[config.mk]
export PLATFORM = sky130hd
export DESIGN_NAME = dct_row_loader_flat
export DESIGN_NICKNAME = d
export VERILOG_FILES = /design/src/rtl/dct_pkg.sv /design/src/rtl/dct_row_loader_if.sv /design/src/rtl/dct_valid_delay.sv /design/src/rtl/dct_row_loader.sv /design/src/flat_wrapper.sv
export SDC_FILE = /design/constraint.sdc
export NUM_CORES = 1
export LEC_CHECK = 0
export BUFFER_PORTS_ARGS = -buffer_cell sky130_fd_sc_hd__clkbuf_2
export CAP_MARGIN = 20
export CELL_PAD_IN_SITES_DETAIL_PLACEMENT = 0
export CELL_PAD_IN_SITES_GLOBAL_PLACEMENT = 1
export CORE_MARGIN = 3
export CORE_UTILIZATION = 45
export CTS_CLUSTER_DIAMETER = 120
export DETAILED_ROUTE_END_ITERATION = 10
export MAX_ROUTING_LAYER = met4
export PLACE_DENSITY = 0.88
export SLEW_MARGIN = 10
export SYNTH_ARGS = -nofsm -noshare
export SYNTH_HDL_FRONTEND = slang
export SYNTH_HIERARCHICAL = 1
export SYNTH_SLANG_ARGS = --single-unit
[constraint.sdc]
create_clock -name clk -period 4.7 [get_ports clk]
set_input_delay 0.705 -clock clk [delete_from_list [all_inputs] [get_ports clk]]
set_output_delay 0.705 -clock clk [all_outputs]
set_load 0.05 [all_outputs]
[src/rtl/dct_pkg.sv]
// ---------------------------------------------------------------------------
// dct_pkg
// Shared constants and types for the DCT row loader slice.
//   PIX_W       : pixel / sample width
//   N_PT        : points per DCT row (slots per row, rows per block)
//   DCT_LAT_DEF : default latency of the downstream dct core
//   row_idx_t   : 3-bit row/column index within an 8x8 block
//   sample_t    : signed sample presented to the dct inputs
//   row_tag_t   : {valid,row,last} tag carried alongside a row
// Optional feature macro: DCT_LEVEL_SHIFT_EN (pixels are unsigned and are
// re-centred around zero before being stored).
// ---------------------------------------------------------------------------
package dct_pkg;

    localparam int PIX_W       = 8;
    localparam int N_PT        = 8;
    localparam int DCT_LAT_DEF = 4;

    typedef logic [2:0]              row_idx_t;
    typedef logic signed [PIX_W-1:0] sample_t;

    typedef struct packed {
        logic     valid;
        row_idx_t row;
        logic     last;
    } row_tag_t;

    // Converts a raw pixel into the sample the dct expects.
`ifdef DCT_LEVEL_SHIFT_EN
    // Flipping the MSB of an unsigned byte equals subtracting 128 in two's
    // complement, so 0..255 maps onto -128..127.
    function automatic sample_t pix_to_sample(input logic [PIX_W-1:0] p);
        return $signed(p ^ {1'b1, {(PIX_W-1){1'b0}}});
    endfunction
`else
    function automatic sample_t pix_to_sample(input logic [PIX_W-1:0] p);
        return $signed(p);
    endfunction
`endif

endpackage

[src/rtl/dct_row_loader_if.sv]
// ---------------------------------------------------------------------------
// dct_row_loader_if
// Pixel stream into the row loader.
//   pix_valid : pixel strobe from upstream
//   pix_ready : loader can accept a pixel
//   pix_data  : pixel sample
//   pix_sof   : marks the first pixel of an 8x8 block (qualified by valid)
// Modports: master = upstream pixel source, slave = row loader.
// ---------------------------------------------------------------------------
interface dct_row_loader_if;
    import dct_pkg::*;

    logic             pix_valid;
    logic             pix_ready;
    logic [PIX_W-1:0] pix_data;
    logic             pix_sof;

    modport master (
        output pix_valid,
        output pix_data,
        output pix_sof,
        input  pix_ready
    );

    modport slave (
        input  pix_valid,
        input  pix_data,
        input  pix_sof,
        output pix_ready
    );

endinterface

[src/rtl/dct_valid_delay.sv]
// ---------------------------------------------------------------------------
// dct_valid_delay
// Fixed-depth shift register carrying the {valid,row,last} tag of each row
// so that it lines up with the dct outputs.
//   clk     : rising-edge clock
//   rst_n   : synchronous active-low clear of every stage
//   tag_in  : tag entering the line
//   tag_out : tag leaving the line, DEPTH cycles later
// ---------------------------------------------------------------------------
module dct_valid_delay
    import dct_pkg::*;
#(
    parameter int DEPTH = DCT_LAT_DEF
) (
    input  logic     clk,
    input  logic     rst_n,
    input  row_tag_t tag_in,
    output row_tag_t tag_out
);

    row_tag_t stage_q [DEPTH];
    row_tag_t stage_d [DEPTH];

    always_comb begin
        stage_d    = stage_q;
        stage_d[0] = tag_in;
        for (int i = 1; i < DEPTH; i++) begin
            stage_d[i] = stage_q[i-1];
        end
    end

    always_ff @(posedge clk) begin
        if (!rst_n) begin
            for (int i = 0; i < DEPTH; i++) begin
                stage_q[i] <= '0;
            end
        end else begin
            stage_q <= stage_d;
        end
    end

    assign tag_out = stage_q[DEPTH-1];

endmodule

[src/rtl/dct_row_loader.sv]
// ---------------------------------------------------------------------------
// dct_row_loader
// Collects eight accepted pixels into a row, presents the row to the dct
// inputs x0..x7 with a one-cycle x_valid strobe, tracks the row index within
// the 8x8 block and re-aligns the block on pix_sof.  The row tag is delayed
// by DCT_LAT cycles so y_valid/y_row/y_last line up with the dct outputs.
//   clk, rst_n       : clock, synchronous active-low reset
//   pix              : pixel stream (slave side of dct_row_loader_if)
//   x0..x7           : row samples to the dct, x0 = first pixel of the row
//   x_valid          : one-cycle pulse, x0..x7 hold a new row
//   x_row, x_last    : row index of x0..x7, last-row flag
//   y_valid/row/last : x_valid/x_row/x_last delayed by DCT_LAT cycles
//   sof_err          : one-cycle pulse when pix_sof arrives mid-block
// Parameter DCT_LAT: legal range 1..16.
// Optional feature macro: DCT_LEVEL_SHIFT_EN (see dct_pkg::pix_to_sample).
// ---------------------------------------------------------------------------
module dct_row_loader
    import dct_pkg::*;
#(
    parameter int DCT_LAT = DCT_LAT_DEF
) (
    input  logic               clk,
    input  logic               rst_n,
    dct_row_loader_if.slave    pix,
    output sample_t            x0,
    output sample_t            x1,
    output sample_t            x2,
    output sample_t            x3,
    output sample_t            x4,
    output sample_t            x5,
    output sample_t            x6,
    output sample_t            x7,
    output logic               x_valid,
    output row_idx_t           x_row,
    output logic               x_last,
    output logic               y_valid,
    output row_idx_t           y_row,
    output logic               y_last,
    output logic               sof_err
);

    localparam row_idx_t LAST_IDX = row_idx_t'(N_PT - 1);

    sample_t  slot_q [N_PT];
    sample_t  slot_d [N_PT];
    sample_t  xs_q   [N_PT];
    sample_t  xs_d   [N_PT];
    row_idx_t col_q, col_d;
    row_idx_t row_q, row_d;
    row_idx_t x_row_q, x_row_d;
    logic     x_valid_q, x_valid_d;
    logic     x_last_q, x_last_d;
    logic     sof_err_q, sof_err_d;
    logic     pix_ready_q, pix_ready_d;

    logic     accept;
    sample_t  pix_sample;
    row_tag_t tag_in;
    row_tag_t tag_out;

    assign accept     = pix.pix_valid && pix_ready_q;
    assign pix_sample = pix_to_sample(pix.pix_data);

    // The loader never back-pressures once out of reset.  A misaligned
    // sof restarts the block with the sof pixel in slot 0.  The eighth
    // pixel goes straight into x7 since its slot is not yet written.
    always_comb begin
        slot_d      = slot_q;
        xs_d        = xs_q;
        col_d       = col_q;
        row_d       = row_q;
        x_row_d     = x_row_q;
        x_valid_d   = 1'b0;
        x_last_d    = 1'b0;
        sof_err_d   = 1'b0;
        pix_ready_d = 1'b1;

        if (accept) begin
            if (pix.pix_sof && (col_q != '0 || row_q != '0)) begin
                slot_d[0] = pix_sample;
                col_d     = row_idx_t'(1);
                row_d     = '0;
                sof_err_d = 1'b1;
            end else begin
                slot_d[col_q] = pix_sample;
                if (col_q == LAST_IDX) begin
                    for (int i = 0; i < N_PT - 1; i++) begin
                        xs_d[i] = slot_q[i];
                    end
                    xs_d[N_PT-1] = pix_sample;
                    x_valid_d    = 1'b1;
                    x_row_d      = row_q;
                    x_last_d     = (row_q == LAST_IDX);
                    row_d        = row_q + row_idx_t'(1);
                    col_d        = '0;
                end else begin
                    col_d = col_q + row_idx_t'(1);
                end
            end
        end
    end

    always_ff @(posedge clk) begin
        if (!rst_n) begin
            for (int i = 0; i < N_PT; i++) begin
                slot_q[i] <= '0;
                xs_q[i]   <= '0;
            end
            col_q       <= '0;
            row_q       <= '0;
            x_row_q     <= '0;
            x_valid_q   <= 1'b0;
            x_last_q    <= 1'b0;
            sof_err_q   <= 1'b0;
            pix_ready_q <= 1'b0;
        end else begin
            slot_q      <= slot_d;
            xs_q        <= xs_d;
            col_q       <= col_d;
            row_q       <= row_d;
            x_row_q     <= x_row_d;
            x_valid_q   <= x_valid_d;
            x_last_q    <= x_last_d;
            sof_err_q   <= sof_err_d;
            pix_ready_q <= pix_ready_d;
        end
    end

    assign tag_in = '{valid: x_valid_q, row: x_row_q, last: x_last_q};

    dct_valid_delay #(
        .DEPTH (DCT_LAT)
    ) u_delay (
        .clk     (clk),
        .rst_n   (rst_n),
        .tag_in  (tag_in),
        .tag_out (tag_out)
    );

    assign pix.pix_ready = pix_ready_q;
    assign x0      = xs_q[0];
    assign x1      = xs_q[1];
    assign x2      = xs_q[2];
    assign x3      = xs_q[3];
    assign x4      = xs_q[4];
    assign x5      = xs_q[5];
    assign x6      = xs_q[6];
    assign x7      = xs_q[7];
    assign x_valid = x_valid_q;
    assign x_row   = x_row_q;
    assign x_last  = x_last_q;
    assign sof_err = sof_err_q;
    assign y_valid = tag_out.valid;
    assign y_row   = tag_out.row;
    assign y_last  = tag_out.last;

endmodule

[src/flat_wrapper.sv]
// flat-port wrapper written by rule: the top's interface ports become plain ports
module dct_row_loader_flat import dct_pkg::*;
#(
    parameter int DCT_LAT = DCT_LAT_DEF
)
  (clk, rst_n, x0, x1, x2, x3, x4, x5, x6, x7, x_valid, x_row, x_last, y_valid, y_row, y_last, sof_err, pix_pix_valid, pix_pix_data, pix_pix_sof, pix_pix_ready);
  dct_row_loader_if pix_i ();
  input  logic clk;
  input  logic rst_n;
  output sample_t x0;
  output sample_t x1;
  output sample_t x2;
  output sample_t x3;
  output sample_t x4;
  output sample_t x5;
  output sample_t x6;
  output sample_t x7;
  output logic x_valid;
  output row_idx_t x_row;
  output logic x_last;
  output logic y_valid;
  output row_idx_t y_row;
  output logic y_last;
  output logic sof_err;
  input wire logic [$bits(pix_i.pix_valid)-1:0] pix_pix_valid;
  input wire logic [$bits(pix_i.pix_data)-1:0] pix_pix_data;
  input wire logic [$bits(pix_i.pix_sof)-1:0] pix_pix_sof;
  output wire logic [$bits(pix_i.pix_ready)-1:0] pix_pix_ready;
  assign pix_i.pix_valid = pix_pix_valid;
  assign pix_i.pix_data = pix_pix_data;
  assign pix_i.pix_sof = pix_pix_sof;
  assign pix_pix_ready = pix_i.pix_ready;
  dct_row_loader #(.DCT_LAT(DCT_LAT)) u_core (.clk(clk), .rst_n(rst_n), .pix(pix_i), .x0(x0), .x1(x1), .x2(x2), .x3(x3), .x4(x4), .x5(x5), .x6(x6), .x7(x7), .x_valid(x_valid), .x_row(x_row), .x_last(x_last), .y_valid(y_valid), .y_row(y_row), .y_last(y_last), .sof_err(sof_err));
endmodule
* Yosys cells after proc, flatten, opt, wreduce, memory -nomap -nowiden
Cells that the tools add are included.
** Storage, ports and cells
- Register bits :: 161
- Bits in latches :: 0
- RAM bits :: 0
- Memory bits (read-only) :: 0
- Bits of input ports :: 12
- Memories :: 0
** Cells by class
- $add $sub $neg :: 2
- Multipliers :: 0
- Divide/modulo/power cells :: 0
- Magnitude comparators :: 2
- Equal/unequal tests :: 2
- Shift-type cells :: 0
- Muxes and demuxes :: 11
- Bitwise gates (word level) :: 5
- Reduce and logical (&&, ||, !) cells :: 13
** Operators by type and width (number)
- bitwise mux 64 bit :: 1
- demux 8 bit (select 3 bit) :: 1
- two-way mux 8 bit :: 2
- two-way mux 3 bit :: 4
- adder 3 x 1 -> 3 bit, second input constant :: 2
- == test 3 bit, second input constant :: 2
- AND reduction 2 bit :: 3
- nonzero test 3 bit :: 2
- greater-or-equal comparator 4 bit, second input constant :: 1
- < comparator 4 x 1 -> 1 bit, second input constant :: 1
- inverter 1 bit :: 4
- inverter 3 -> 4 bit :: 1
- OR reduction 4 bit :: 1
- logical AND 1 bit :: 3
- two-way mux 1 bit :: 3
- AND reduction 3 bit :: 1
- OR reduction 3 bit :: 1
- nonzero test 2 bit :: 1
- logical OR 1 bit :: 1

* Depth between registers and ports, before layout
Gate-level depths: netlist of run 1.
- Depth in word-level cells :: 7
- Mapped depth :: 9

* Cells and area by module
The synthesis of run 1 kept the hierarchy.
** Modules (own cells, without submodules)
- dct_row_loader :: instances 1, cells an instance 558, area an instance 4911.0 um^2, seq. area each 2662.6 um^2
- dct_valid_delay :: instances 1, cells an instance 42, area an instance 561.8 um^2, seq. area each 400.4 um^2

* Least setup slack after synthesis of run 1
OpenSTA, ideal clock, no wires.
- Path kind :: register to register
- Start point :: reg u_core.pix_ready_q (netlist: u_core/pix.pix_ready)
- End point :: reg u_core/slot_q[32] (netlist name)
- Arrival :: 1.927 ns
- Path slack :: 2.649 ns
- Cell stages (with the launch flop) :: 6
- Buffers on the path :: 1
- Path through :: dfxtp_1 > nand2_1 > or3_1 > or3_1 > buf_2 > mux2i_1
** Between the ends
- Longest elaborated chain between the ends :: 2
** RTL lines
- from (decl) :: line dct_row_loader.sv:54 : logic pix_ready_q, pix_ready_d;
- from (signal assigned) :: line dct_row_loader.sv:125 : pix_ready_q <= pix_ready_d;
- logical AND 1 bit :: line dct_row_loader.sv:61 : assign accept = pix.pix_valid && pix_ready_q;
- AND reduction 2 bit (no line)
- to (signal assigned) :: line dct_row_loader.sv:117 : slot_q <= slot_d;
- to (decl) :: line dct_row_loader.sv:44 : sample_t slot_q [N_PT];
Every way passes these cells.
A chain may end at the register's enable or synchronous reset.

* Worst setup path in the final report of run 1
- Start point :: reg u_core.col_q[1]
- End point :: reg u_core.xs_q (netlist bit u_core/x6[2])
** Between the ends
- Longest elaborated chain between the ends :: 5
- Elaborated cells on any way between the ends :: 6
** RTL lines
- from (decl) :: line dct_row_loader.sv:48 : row_idx_t col_q, col_d;
- from (signal assigned) :: line dct_row_loader.sv:119 : col_q <= col_d;
- nonzero test 3 bit :: line dct_row_loader.sv:79 : if (pix.pix_sof && (col_q != '0 || row_q != '0)) begin
- logical OR 1 bit :: line dct_row_loader.sv:79
- logical AND 1 bit :: line dct_row_loader.sv:79
- inverter 1 bit (no line)
- AND reduction 3 bit (no line) *
- to (signal assigned) :: line dct_row_loader.sv:118 : xs_q <= xs_d;
- to (decl) :: line dct_row_loader.sv:46 : sample_t xs_q [N_PT];
Every way passes the cells marked *; elsewhere a longest branch is shown, timed or not.

==> impl_metrics.yaml, run 1 <==
place:
  gp_congestion: 0.7627
  port_buffers: 87
  dp_hpwl_um: 7598
worst_hold_path:
  hp-class: "flip-flop to flip-flop"
  hold_path_end: "u_core/u_delay/stage_d[6]"
  hold_path_depth: 1
  min-delay-start: "u_core/u_delay/stage_d[11]"
setup_path:
  crit_family: "compound AO/OA/AOI/OAI gates"
  critical_path_buf_inv_count: 1
  critPathCaptureType: "flip-flop"
  cp_cell_sequence: "ha_1, ha_1, nand3_1, a21oi_4, buf_4, o21ai_0"
  crit_path_start_kind: "flip-flop"
  cpMostUsedCell: "ha_1"
  path_max_fanout: 58
  max_stage_delay_ns: 0.72
  r2r_start: "u_core/col_q[1]"
  crit_arrival_ns: 2.97
  timing.rr.end: "u_core/x6[2]"
  cp_slowest_cell: "a21oi_4"
  r2r_slack_ns: 2.00
  reg2regPathDepth: 6
  crit_cells: 6
  crit_type: "flip-flop to flip-flop"
  crit_path_start: "u_core/col_q[1]"
  critical_path_required_ns: 4.97
pwr:
  power_per_cell_area_nw_per_um2: 413.6
  irDropWorstVdd_mv: 0.2113
  clkPwrFrac: 0.485
  seqPwrFrac: 0.486
  comb_power_share: 0.028
  intPower_uw: 2115
  finalPower_uw: 2692
  switchingPower_uw: 576.9
  power.leakage_uw: 0.002568
  switching_share: 0.2143
timing:
  tightestPinTransition_ns: 0.9065
  slew_viol_final: 0
  final.setup.tns_ns: 0
  min_period_ns: 2.700
  post-route-period-util: 0.5745
  skew_ns: 0.006700
  rsz0062_at_grt: "no"
  setup-violations-final: 0
  maxSlewHeadroom: 0.3944
  finalHoldViolCount: 0
  max_freq_mhz: 370.3
layout:
  syn2layout_area_growth_pct: 18.95
  n_antenna_cell: 0
  ff_latch_area_sq_um: 3063
  fill_cells: 1064
  drive_gt1_frac: 0.2038
  final_nets: 682
  multi_input_area_sq_um: 2200
synthesis:
  synth_top_area_share: 0.5597
  synth_area_sq_um: 5473
  synth_largest_area_cell: "dfxtp_1"
  yosys_warnings: 6
  synthCells: 600
  synthDistinctLibCells: 30
  synth_most_common_cell: "dfxtp_1"
  synth-seq-area-share: 0.5597
  synth-edff-count: 0
  synth_area_per_cell_sq_um: 9.121
  ys_seq_elements: 153
  ys_dominant_reg_cell: "dfxtp_1"
  synth_common_cells: "153 x dfxtp_1, 122 x nand2_1, 88 x nand3_1"
  syn_nets: 618
  synth.area.top_cells: "dfxtp_1 56%, nand2_1 8.4%, nand3_1 8.0%"
  ys_async_sr_fraction: 0
floorplan:
  die_w_um: 116.3
  start_util: 0.4693
  die_y_um: 116.3
  dieArea_sq_um: 13520
  row_count: 39
  pin_count: 88
  core_area_sq_um: 11660
clocking:
  cts_buffers: 17
  cts-hold-fix-buffers: 0
  cts_setup_buffers: 0
  root_buffer: "clkbuf_16"
  cts_resized: 0
  cts_tree: "yes"
  clk_latency_ns: 0.41
  clkTransAtPathRegs_ns: 0.06
  clock-sinks: 153
  cts_max_level: 4
  clock_path_buffers: 2
routing:
  drt_pass1_iterations: 5
  wl_per_cell_um: 14.32
  drtIter0Drc: 294
  wirelength_um: 11750
  drc_errors: 0
  viasPerCell: 5.185
  vias: 4252
  final_antenna_net_count: 0
global_routing:
  antenna_found_initial: 0
  grt_util_all_layers: 0.1882
  grt_pass1_vias: 3960
  grt_pass1_wl_um: 19130
  grt_max_degree: 108
  grt-ovfl-total: 0
status:
  status: "finished, final reports clean"
run:
  maxCapViolCount: 0
[cell usage in the layout, fill, tap and decap left out, types with 2 or more instances in the layout]
cell type / n
a21boi_0: 2
and2_1: 11
and2_2: 11
and3_1: 2
buf_4: 5
bufinv_16: 2
clkbuf_1: 3
clkbuf_16: 17
clkbuf_2: 86
clkinv_2: 2
clkinvlp_4: 6
dfxtp_1: 153
ha_1: 6
inv_1: 4
mux2i_1: 40
nand2_1: 122
nand3_1: 88
nor2_1: 2
nor2b_1: 8
nor3_1: 2
o21ai_0: 87
or3_1: 3
[state kept, by name (all words and copies together) (netlist names), 8 cells and up]
| register | count |
|---|---|
| u_core/slot_q | 56 |
| u_core/x6 | 8 |
| u_core/x0 | 8 |
| u_core/x4 | 8 |
| u_core/x3 | 8 |
| u_core/x7 | 8 |
| u_core/x2 | 8 |
| u_core/x5 | 8 |
| u_core/u_delay/stage_d | 15 |
| u_core/x1 | 8 |
[cells by family after synthesis]
logic type | count (synthesis) | share of synthesized area
AND/OR/NAND/NOR | 256 | 0.2243
flip-flops | 153 | 0.5597
AO/OA/AOI/OAI | 94 | 0.08871
buffers and inverters | 51 | 0.04047
multiplexers | 40 | 0.07316
adder cells (fa/ha/maj) | 6 | 0.01372
[power by group through the flow]
stage | clock network [uW] | logic [uW] | registers (uW)
after floorplan | 0 | 52.7 | 1340
after global placement | 0 | 73.8 | 1340
after detailed placement | 0 | 76.0 | 1340
after CTS | 1330 | 76.3 | 1310
after global routing | 1390 | 83.5 | 1310
final | 1310 | 75.8 | 1310
[how the worst max path moves through the flow]
stage | end | slack [ns]
6_report | u_core/x6[2] | 2.00
5_1_grt | u_core/x5[6] | 1.70
4_1_cts | u_core/x5[0] | 2.01
3_5_place_dp | u_core/x6[3] | 2.01
3_3_place_gp | u_core/x5[5] | 2.14
2_1_floorplan | u_core/slot_q[32] | 2.65
[area by class of cell]
class	count	area share
timing repair buffer	92	0.07361
multi-input combinational	396	0.3379
inverter	4	0.002306
tap	143	0.02748
sequential	153	0.4705
clock inverter	11	0.01903
clock buffer	21	0.06919
[through the flow]
| stage | utilization | instance area (sq um) | setup slack (ns) | cells | hold slack [ns] |
|---|---|---|---|---|---|
| floorplan | - | 5473 | 2.649 | 600 | 0.4119 |
| global placement | 0.5090 | 5936 | 2.142 | 788 | 0.4136 |
| detailed placement | 0.5090 | 5936 | 2.009 | 788 | 0.4200 |
| CTS | 0.5582 | 6510 | 2.006 | 820 | 0.4325 |
| global route | 0.5582 | 6510 | 1.699 | 820 | 0.4448 |
| finish | 0.5582 | 6510 | 2.000 | 820 | 0.4326 |
[worst register-to-register path: cells and delay by family (launching register included)]
kind                       cells  cell delay [ns]
AOI/OAI and AO/OA              2             0.92
and+or+nand+nor                1             0.15
DFF                            1             0.50
adders and majority gates      2             0.42
buffers and inverters          1             0.56
[per-layer routing]
metal,share of wire,track usage
met2,0.46,0.2929
met1,0.47,0.2327
met3,0.051,0.05596
met4,0.020,0.06729
met5,0,-
Note: power is estimated with default switching activity, not from simulation.
==> run 2: changes to the inputs <==
--- a/config.mk
+++ b/config.mk
@@ -10,11 +10,11 @@
 export CELL_PAD_IN_SITES_DETAIL_PLACEMENT = 0
 export CELL_PAD_IN_SITES_GLOBAL_PLACEMENT = 1
 export CORE_MARGIN = 3
-export CORE_UTILIZATION = 45
+export CORE_UTILIZATION = 38
 export CTS_CLUSTER_DIAMETER = 120
 export DETAILED_ROUTE_END_ITERATION = 10
 export MAX_ROUTING_LAYER = met4
-export PLACE_DENSITY = 0.88
+export PLACE_DENSITY = 0.8
 export SLEW_MARGIN = 10
 export SYNTH_ARGS = -nofsm -noshare
 export SYNTH_HDL_FRONTEND = slang
==> constraint.sdc (replaced) <==
create_clock -name clk -period 2.4 [get_ports clk]
set_input_delay 0.36 -clock clk [delete_from_list [all_inputs] [get_ports clk]]
set_output_delay 0.36 -clock clk [all_outputs]
set_load 0.05 [all_outputs]
==> run 2 against run 1 <==
Against the previous run: routed wire length increased by 1.7%; power rose by 100%; global-route usage decreased by 3.0 points; sequential cell count is the same; critical path depth is 1 higher; clock power up 110%; hold slack got worse by 0.21 ns; combinational power is 100% higher; clock skew grew 0.0025 ns; register-to-register slack worse by 1.6 ns; die area rose by 17%; largest cell class unchanged.
==> impl_metrics.yaml, run 2 (same netlist as run 1, synthesis figures left out) <==
layout:
  ff_latch_area_sq_um: 3063
  syn2layout_area_growth_pct: 21.15
  drive_gt1_frac: 0.2050
  regMostFlops: "u_core/slot_q"
  fill_cells: 1339
  final_common_cell: "dfxtp_1"
  final_nets: 686
  final_cell_mix: "153 x dfxtp_1, 122 x nand2_1, 88 x nand3_1"
  multi_input_area_sq_um: 2200
  largest_reg_flops: 56
  design_area_sq_um: 6630
  n_antenna_cell: 0
pwr:
  power.leakage_uw: 0.002621
  power_per_cell_area_nw_per_um2: 814.9
  irDropWorstVdd_mv: 0.4565
clocking:
  clock_path_buffers: 2
  cts-hold-fix-buffers: 0
  cts_tree: "yes"
  clkTransAtPathRegs_ns: 0.06
  cts_buffers: 17
  cts_setup_buffers: 0
  cts_resized: 0
  clk_latency_ns: 0.42
  cts_max_level: 4
  root_buffer: "clkbuf_16"
  clock-sinks: 153
floorplan:
  core_area_sq_um: 13990
  pin_count: 88
  row_count: 43
  dieArea_sq_um: 15880
  die_y_um: 126.0
  die_w_um: 126.0
  start_util: 0.3912
routing:
  wl_per_cell_um: 13.92
  drtIter0Drc: 306
  drc_errors: 0
  vias: 4255
  wirelength_um: 11950
  drt_pass1_iterations: 7
  final_antenna_net_count: 0
  viasPerCell: 4.959
run:
  maxCapViolCount: 0
setup_path:
  crit_type: "flip-flop to flip-flop"
  timing.rr.end: "u_core/x5[1]"
  critPathCaptureType: "flip-flop"
  path_max_fanout: 58
  r2r_slack_ns: 0.37
  crit_arrival_ns: 2.37
  r2r_start: "u_core/col_q[1]"
  reg2regPathDepth: 7
  crit_path_start_kind: "flip-flop"
  critical_path_required_ns: 2.73
global_routing:
  grt_pass1_vias: 3911
  grt_max_degree: 78
  grt_util_all_layers: 0.1578
  antenna_found_initial: 0
  grt_pass1_wl_um: 19520
  grt-ovfl-total: 0
worst_hold_path:
  hold_path_depth: 3
  hp-class: "primary input to flip-flop"
  min-delay-start: "pix_pix_data[0]"
  hold_path_end: "u_core/x7[0]"
timing:
  rsz0062_at_grt: "no"
  post-route-period-util: 0.8475
  final.setup.tns_ns: 0
  setup-violations-final: 0
  min_period_ns: 2.034
  maxSlewHeadroom: 0.6156
  slew_viol_final: 0
  skew_ns: 0.009219
  finalHoldViolCount: 0
  max_freq_mhz: 491.7
  tightestPinTransition_ns: 0.5760
place:
  gp_congestion: 0.8648
  dp_hpwl_um: 7767
  placed_cell_area_sq_um: 6037
  port_buffers: 87
status:
  status: "finished, final reports clean"
## run 2: area by class of cell
class | instances | area share
sequential | 153 | 0.4620
clock inverter | 6 | 0.01736
multi-input combinational | 396 | 0.3318
inverter | 4 | 0.002265
clock buffer | 23 | 0.07209
tap | 180 | 0.03397
timing repair buffer | 96 | 0.08058
## run 2: power breakdown
part / switching [uW] / internal (uW) / total [uW]
registers: 9.92 / 2550 / 2560
clock network: 979 / 1710 / 2690
logic: 114 / 39.5 / 153
total: 1100 / 4300 / 5400
## run 2: through the flow
step / hold slack [ns] / total power [uW] / utilization / worst slack, ns / cells
floorplan: 0.3877 / 2724 / - / 0.3486 / 600
global placement: 0.4130 / 2769 / 0.4316 / 0.4816 / 829
detailed placement: 0.4217 / 2773 / 0.4316 / 0.3860 / 829
CTS: 0.2079 / 5456 / 0.4740 / 0.3748 / 858
global route: 0.2172 / 5590 / 0.4740 / 0.09348 / 858
finish: 0.2224 / 5403 / 0.4740 / 0.3661 / 858
## run 2: worst max-delay path: stages (launching register included)
cell and delay [ns]:
dfxtp_1 0.49, ha_1 0.21, ha_1 0.20, nand3_1 0.16
a21oi_4 0.20, buf_4 0.45, nand3_1 0.14, o21ai_0 0.10
## run 2: worst max-delay path by stage
stage,start,endpoint,slack [ns],depth (start not counted)
5_1_grt,u_core/col_q[1],u_core/x5[6],0.09,6
6_report,u_core/col_q[1],u_core/x5[1],0.37,7
3_5_place_dp,u_core/col_q[1],u_core/x5[6],0.39,6
3_3_place_gp,u_core/col_q[1],u_core/slot_q[37],0.48,6
4_1_cts,u_core/col_q[1],u_core/x5[6],0.37,6
2_1_floorplan,u_core/pix.pix_ready,u_core/slot_q[32],0.35,5
## run 2: metal layers
metal  vias to the layer above  global-route usage  wire [um]
met5                         -                   -          0
met4                         0             0.04164        110
met3                        12             0.05301        658
met2                       118              0.2413       5555
met1                      1976              0.2017       5620
li1                       2149                   -          -
